==> config.mk <==
export PLATFORM = sky130hd
export DESIGN_NAME = shift_pipe
export DESIGN_NICKNAME = d
export VERILOG_FILES = /design/src/rtl/shift_pipe.sv
export SDC_FILE = /design/constraint.sdc
export NUM_CORES = 1
export LEC_CHECK = 0
export ABC_AREA = 1
export BUFFER_PORTS_ARGS = -buffer_cell sky130_fd_sc_hd__buf_2
export CAP_MARGIN = 20
export CELL_PAD_IN_SITES_DETAIL_PLACEMENT = 0
export CELL_PAD_IN_SITES_GLOBAL_PLACEMENT = 1
export CORE_MARGIN = 4
export CORE_UTILIZATION = 42
export DETAILED_ROUTE_END_ITERATION = 16
export GPL_TIMING_DRIVEN = 0
export PLACE_DENSITY = 0.81
export SLEW_MARGIN = 20
export SYNTH_ARGS = -nofsm -noshare
export SYNTH_HDL_FRONTEND = slang
export SYNTH_SLANG_ARGS = --single-unit
==> constraint.sdc <==
create_clock -name CLK -period 3.63 [get_ports CLK]
set_input_delay 0.726 -clock CLK [delete_from_list [all_inputs] [get_ports CLK]]
set_output_delay 0.726 -clock CLK [all_outputs]
set_load 0.05 [all_outputs]
==> src/rtl/shift_pipe.sv <==
// Pipelined SLL/SRL/SRA/ROL/ROR shifter with valid/ready flow control and tag passthrough.
// Define SHIFT_CARRY_EN to add the CARRY output (last bit shifted or rotated out).
module shift_pipe #(
  parameter  int WIDTH = 32,
  parameter  int PIPE  = 2,
  parameter  int TAGW  = 4,
  localparam int SW    = $clog2(WIDTH)
) (
  input  logic             CLK,
  input  logic             RST,
  input  logic             IN_VALID,
  output logic             IN_READY,
  input  logic [WIDTH-1:0] D,
  input  logic [SW-1:0]    SHAMT,
  input  logic [2:0]       OP,
  input  logic [TAGW-1:0]  IN_TAG,
  output logic             OUT_VALID,
  input  logic             OUT_READY,
  output logic [WIDTH-1:0] RES,
  output logic [TAGW-1:0]  OUT_TAG
`ifdef SHIFT_CARRY_EN
  ,
  output logic             CARRY
`endif
);

  typedef struct packed {
    logic             valid;
    logic [2:0]       op;
    logic [SW-1:0]    amt;
    logic [TAGW-1:0]  tag;
`ifdef SHIFT_CARRY_EN
    logic             carry;
`endif
    logic [WIDTH-1:0] data;
  } stage_t;

  localparam int BASE = SW / PIPE;
  localparam int EXTRA = SW % PIPE;
  localparam logic [WIDTH-1:0] ONE = WIDTH'(1);
  localparam logic [SW-1:0] AONE = SW'(1);

  // One mux level: shift or rotate by 2^k when amount bit k is set.
  function automatic stage_t level(input stage_t s, input int k);
    stage_t r;
    logic [SW-1:0] kbit;
    logic srl, sra, rol, ror;
    int sh;
`ifdef SHIFT_CARRY_EN
    int idx;
`endif
    r = s;
    kbit = AONE << k;
    sh = 1 << k;
    srl = (s.op == 3'b001);
    sra = (s.op == 3'b011);
    rol = (s.op == 3'b100);
    ror = (s.op == 3'b101);
    if (|(s.amt & kbit)) begin
      unique case (1'b1)
        srl: r.data = s.data >> sh;
        sra: r.data = $signed(s.data) >>> sh;
        rol: r.data = (s.data << sh) | (s.data >> (WIDTH - sh));
        ror: r.data = (s.data >> sh) | (s.data << (WIDTH - sh));
        default: r.data = s.data << sh;
      endcase
`ifdef SHIFT_CARRY_EN
      // the bit leaving at this level is the last one out so far
      idx = (srl || sra || ror) ? sh - 1 : WIDTH - sh;
      r.carry = |(s.data & (ONE << idx));
`endif
    end
    return r;
  endfunction

  stage_t in_s;
  stage_t src [PIPE];
  stage_t nxt [PIPE];
  stage_t q   [PIPE];
  logic   adv;
  logic   unused_tail;

  // Pack the accepted operation; carry starts at 0 so SHAMT=0 yields 0.
  always_comb begin
    in_s       = '0;
    in_s.valid = IN_VALID;
    in_s.op    = OP;
    in_s.amt   = SHAMT;
    in_s.tag   = IN_TAG;
    in_s.data  = D;
  end

  assign adv      = !OUT_VALID || OUT_READY;
  assign IN_READY = adv;

  for (genvar i = 0; i < PIPE; i++) begin : g_stg
    localparam int LO = i * BASE + ((i < EXTRA) ? i : EXTRA);
    localparam int HI = LO + BASE + ((i < EXTRA) ? 1 : 0);

    if (i == 0) begin : g_first
      assign src[i] = in_s;
    end else begin : g_rest
      assign src[i] = q[i-1];
    end

    // Apply this stage's mux levels in ascending order.
    always_comb begin
      stage_t t;
      t = src[i];
      for (int k = LO; k < HI; k++) begin
        t = level(t, k);
      end
      nxt[i] = t;
    end

    // Stage register; whole pipe moves together or freezes together.
    always_ff @(posedge CLK or posedge RST) begin
      if (RST) begin
        q[i] <= '0;
      end else if (adv) begin
        q[i] <= nxt[i];
      end
    end
  end

  assign OUT_VALID = q[PIPE-1].valid;
  assign RES       = q[PIPE-1].data;
  assign OUT_TAG   = q[PIPE-1].tag;
`ifdef SHIFT_CARRY_EN
  assign CARRY     = q[PIPE-1].carry;
`endif

  assign unused_tail = ^{q[PIPE-1].op, q[PIPE-1].amt};

endmodule

==> results_dict.tcl <==
set metrics [dict create \
    antenna_found_initial 0 \
    crit_family "buffers and inverters" \
    start_util_pct 42.8 \
    yosysWarnings 0 \
    path_cells "buf_2 > nor2_1 > clkinv_1 > clkbuf_1 > buf_2" \
    critPathRequiredTime_ns 2.90 \
    synth_cell_types 28 \
    overflow 0 \
    core_sq_um 15800 \
    worst_slew_pin_slew_ns 0.816 \
    htree_levels 3 \
    grt_pass1_wl_mm 38.3 \
    ir_worst_vdd_v 0.000289 \
    netlist_instances 1080 \
    port_buffers 83 \
    final_common_cell "nand2_1" \
    drt_iter0_drc 610 \
    dp_hpwl_mm 19.4 \
    rrSetupSlack_ns 1.45 \
    io_pins 86 \
    finalNonFillerCells 1396 \
    multi_input_area_sq_um 3950 \
    max_freq_mhz 316 \
    fin_setup_tns_ns 0 \
    finish.utilization_pct 49.3 \
    first_pass_iters 5 \
    setup_violations 0 \
    area_delta_synth_final_pct 15.2 \
    die_x_um 135 \
    hold_buffers 0 \
    post_cts_buffers 0 \
    clockBufferDepth 2 \
    cts_tree "built" \
    wl_per_cell_um 17.1 \
    fillers 1742 \
    postSynthAreaPerCell_sq_um 6.28 \
    ys_ff_latch 79 \
    drt-total-wl_mm 23.9 \
    final_area_sq_um 7810 \
    startpoint "OUT_READY" \
    r2r-start "OUT_VALID" \
    grt_pass1_vias 7185 \
    cp-end-kind "output pin" \
    slew_violations 0 \
    clock_latency_ns 0.34 \
    die_h_um 135 \
    gp_congestion 0.963 \
    drv_cap 0 \
    fin_crit_ns 3.16 \
    cp_slowest_cell "nor2_1" \
    num_antenna_cells 0 \
    layout_common_cells "nand2_1, nand3_1, buf_2" \
    cp_common_cell "buf_2" \
    cts_buffers 9 \
    period_share_pct 87.1 \
    powerDensity_nw_per_um2 522 \
    path_class "input port to output pin" \
    grt_max_degree 51 \
    netlist_area_sq_um 6780 \
    path_clk_slew_ns 0.06 \
    reg2regPathDepth 6 \
    skew_ns 0.0116 \
    clock-root-buffer "clkbuf_16" \
    seq_area_sq_um 1980 \
    arrival_ns 2.44 \
    row_count 46 \
    r2r-end "q[51]" \
    rsz0062_at_grt "no" \
    placed_area_sq_um 7490 \
    status "finished, final reports clean" \
    via_per_inst 5.40 \
    critical_path.max_fanout 10 \
    layout.nets 1223 \
    post-route-drc-count 0 \
    power.leakage_nw 4.01 \
    dieArea_sq_um 18200 \
    hold_class "input port to async pin" \
    relSlewSlack_pct 45.4 \
    ys_seq_area_share_pct 29.2 \
    vias 7532 \
    path_buf_inv 4 \
    hold_violations 0 \
    clock_sinks 79 \
    dp.cells 1380 \
    grtUsageTotal_pct 26.5 \
    layout-drive-gt1-share_pct 18.3 \
    ant_nets 0 \
    syn_nets 1128 \
    timing.hold.ws_ns 0.368 \
    crit_path_start_kind "input port" \
    post_cts_resized 0 \
    slowest_delay_ns 0.63 \
]
==> layout make-up <==
class | count | area share [%]
clock inverter | 5 | 0.817
multi-input combinational | 837 | 50.5
buffer | 106 | 8.14
tap | 216 | 3.46
clock buffer | 11 | 3.24
sequential | 79 | 25.3
inverter | 58 | 2.82
timing repair buffer | 84 | 5.67
==> stage by stage <==
stage	power (mW)	setup WS, ns
2_1_floorplan	2.63	0.881
3_3_place_gp	3.11	-0.0515
3_5_place_dp	3.13	0.453
4_1_cts	4.09	0.450
5_1_grt	4.32	0.256
6_report	4.07	0.467
==> cells by family (layout without fill, tap and decap cells) <==
logic type | Yosys count | in the layout | synth area share, %
AOI/OAI and AO/OA | 201 | 201 | 17.5
DFF | 79 | 79 | 29.2
buffers and inverters | 164 | 264 | 12.6
and+or+nand+nor | 636 | 636 | 40.7
==> registers in the layout, summed over array words and instances, names as in the netlist <==
signal,flops
OUT_TAG,4
q,32
RES,32
OUT_VALID,1
g_stg.$7.t,10
==> power by group <==
| group | switching, mW | internal (mW) | leakage, nW | total [mW] |
|---|---|---|---|---|
| Combinational | 1.29 | 0.595 | 2.92 | 1.88 |
| Clock | 0.374 | 0.575 | 0.152 | 0.949 |
| Sequential | 0.161 | 1.08 | 0.941 | 1.24 |
==> per-layer routing <==
layer	track usage [%]	part of all wire, %
met1	35.0	44
met2	44.7	48
met3	3.20	4.6
met4	9.52	3.3
met5	0	0
==> cell usage after synthesis <==
library cell / instances / share of area (%)
nand4_1: 5 / 0.46
buf_2: 19 / 1.4
a31oi_1: 3 / 0.28
dfrtp_1: 79 / 29
a21oi_1: 55 / 4.1
o21ai_0: 82 / 6.1
buf_8: 3 / 0.66
o22ai_1: 9 / 0.83
a211oi_1: 1 / 0.11
a21oi_4: 1 / 0.24
clkinv_1: 2 / 0.11
buf_1: 3 / 0.17
o221ai_1: 7 / 0.90
buf_6: 4 / 0.66
nor2_1: 27 / 1.5
o211ai_1: 7 / 0.78
o21ai_1: 17 / 1.3
inv_2: 4 / 0.22
nor2_2: 1 / 0.092
o211ai_2: 12 / 2.2
nand3_2: 12 / 1.8
inv_1: 52 / 2.9
buf_4: 40 / 4.4
clkbuf_1: 37 / 2.0
or2_2: 19 / 1.8
o21a_1: 7 / 0.78
nand2_1: 383 / 21
nand3_1: 189 / 14
==> worst max path at each step <==
| stage | end | cells after the start |
|---|---|---|
| floorplan | OUT_TAG[0] | 1 |
| global placement | q[50] | 2 |
| detailed placement | IN_READY | 5 |
| CTS | IN_READY | 5 |
| global route | IN_READY | 5 |
| finish | IN_READY | 5 |
Note: power is estimated with default switching activity, not from simulation.
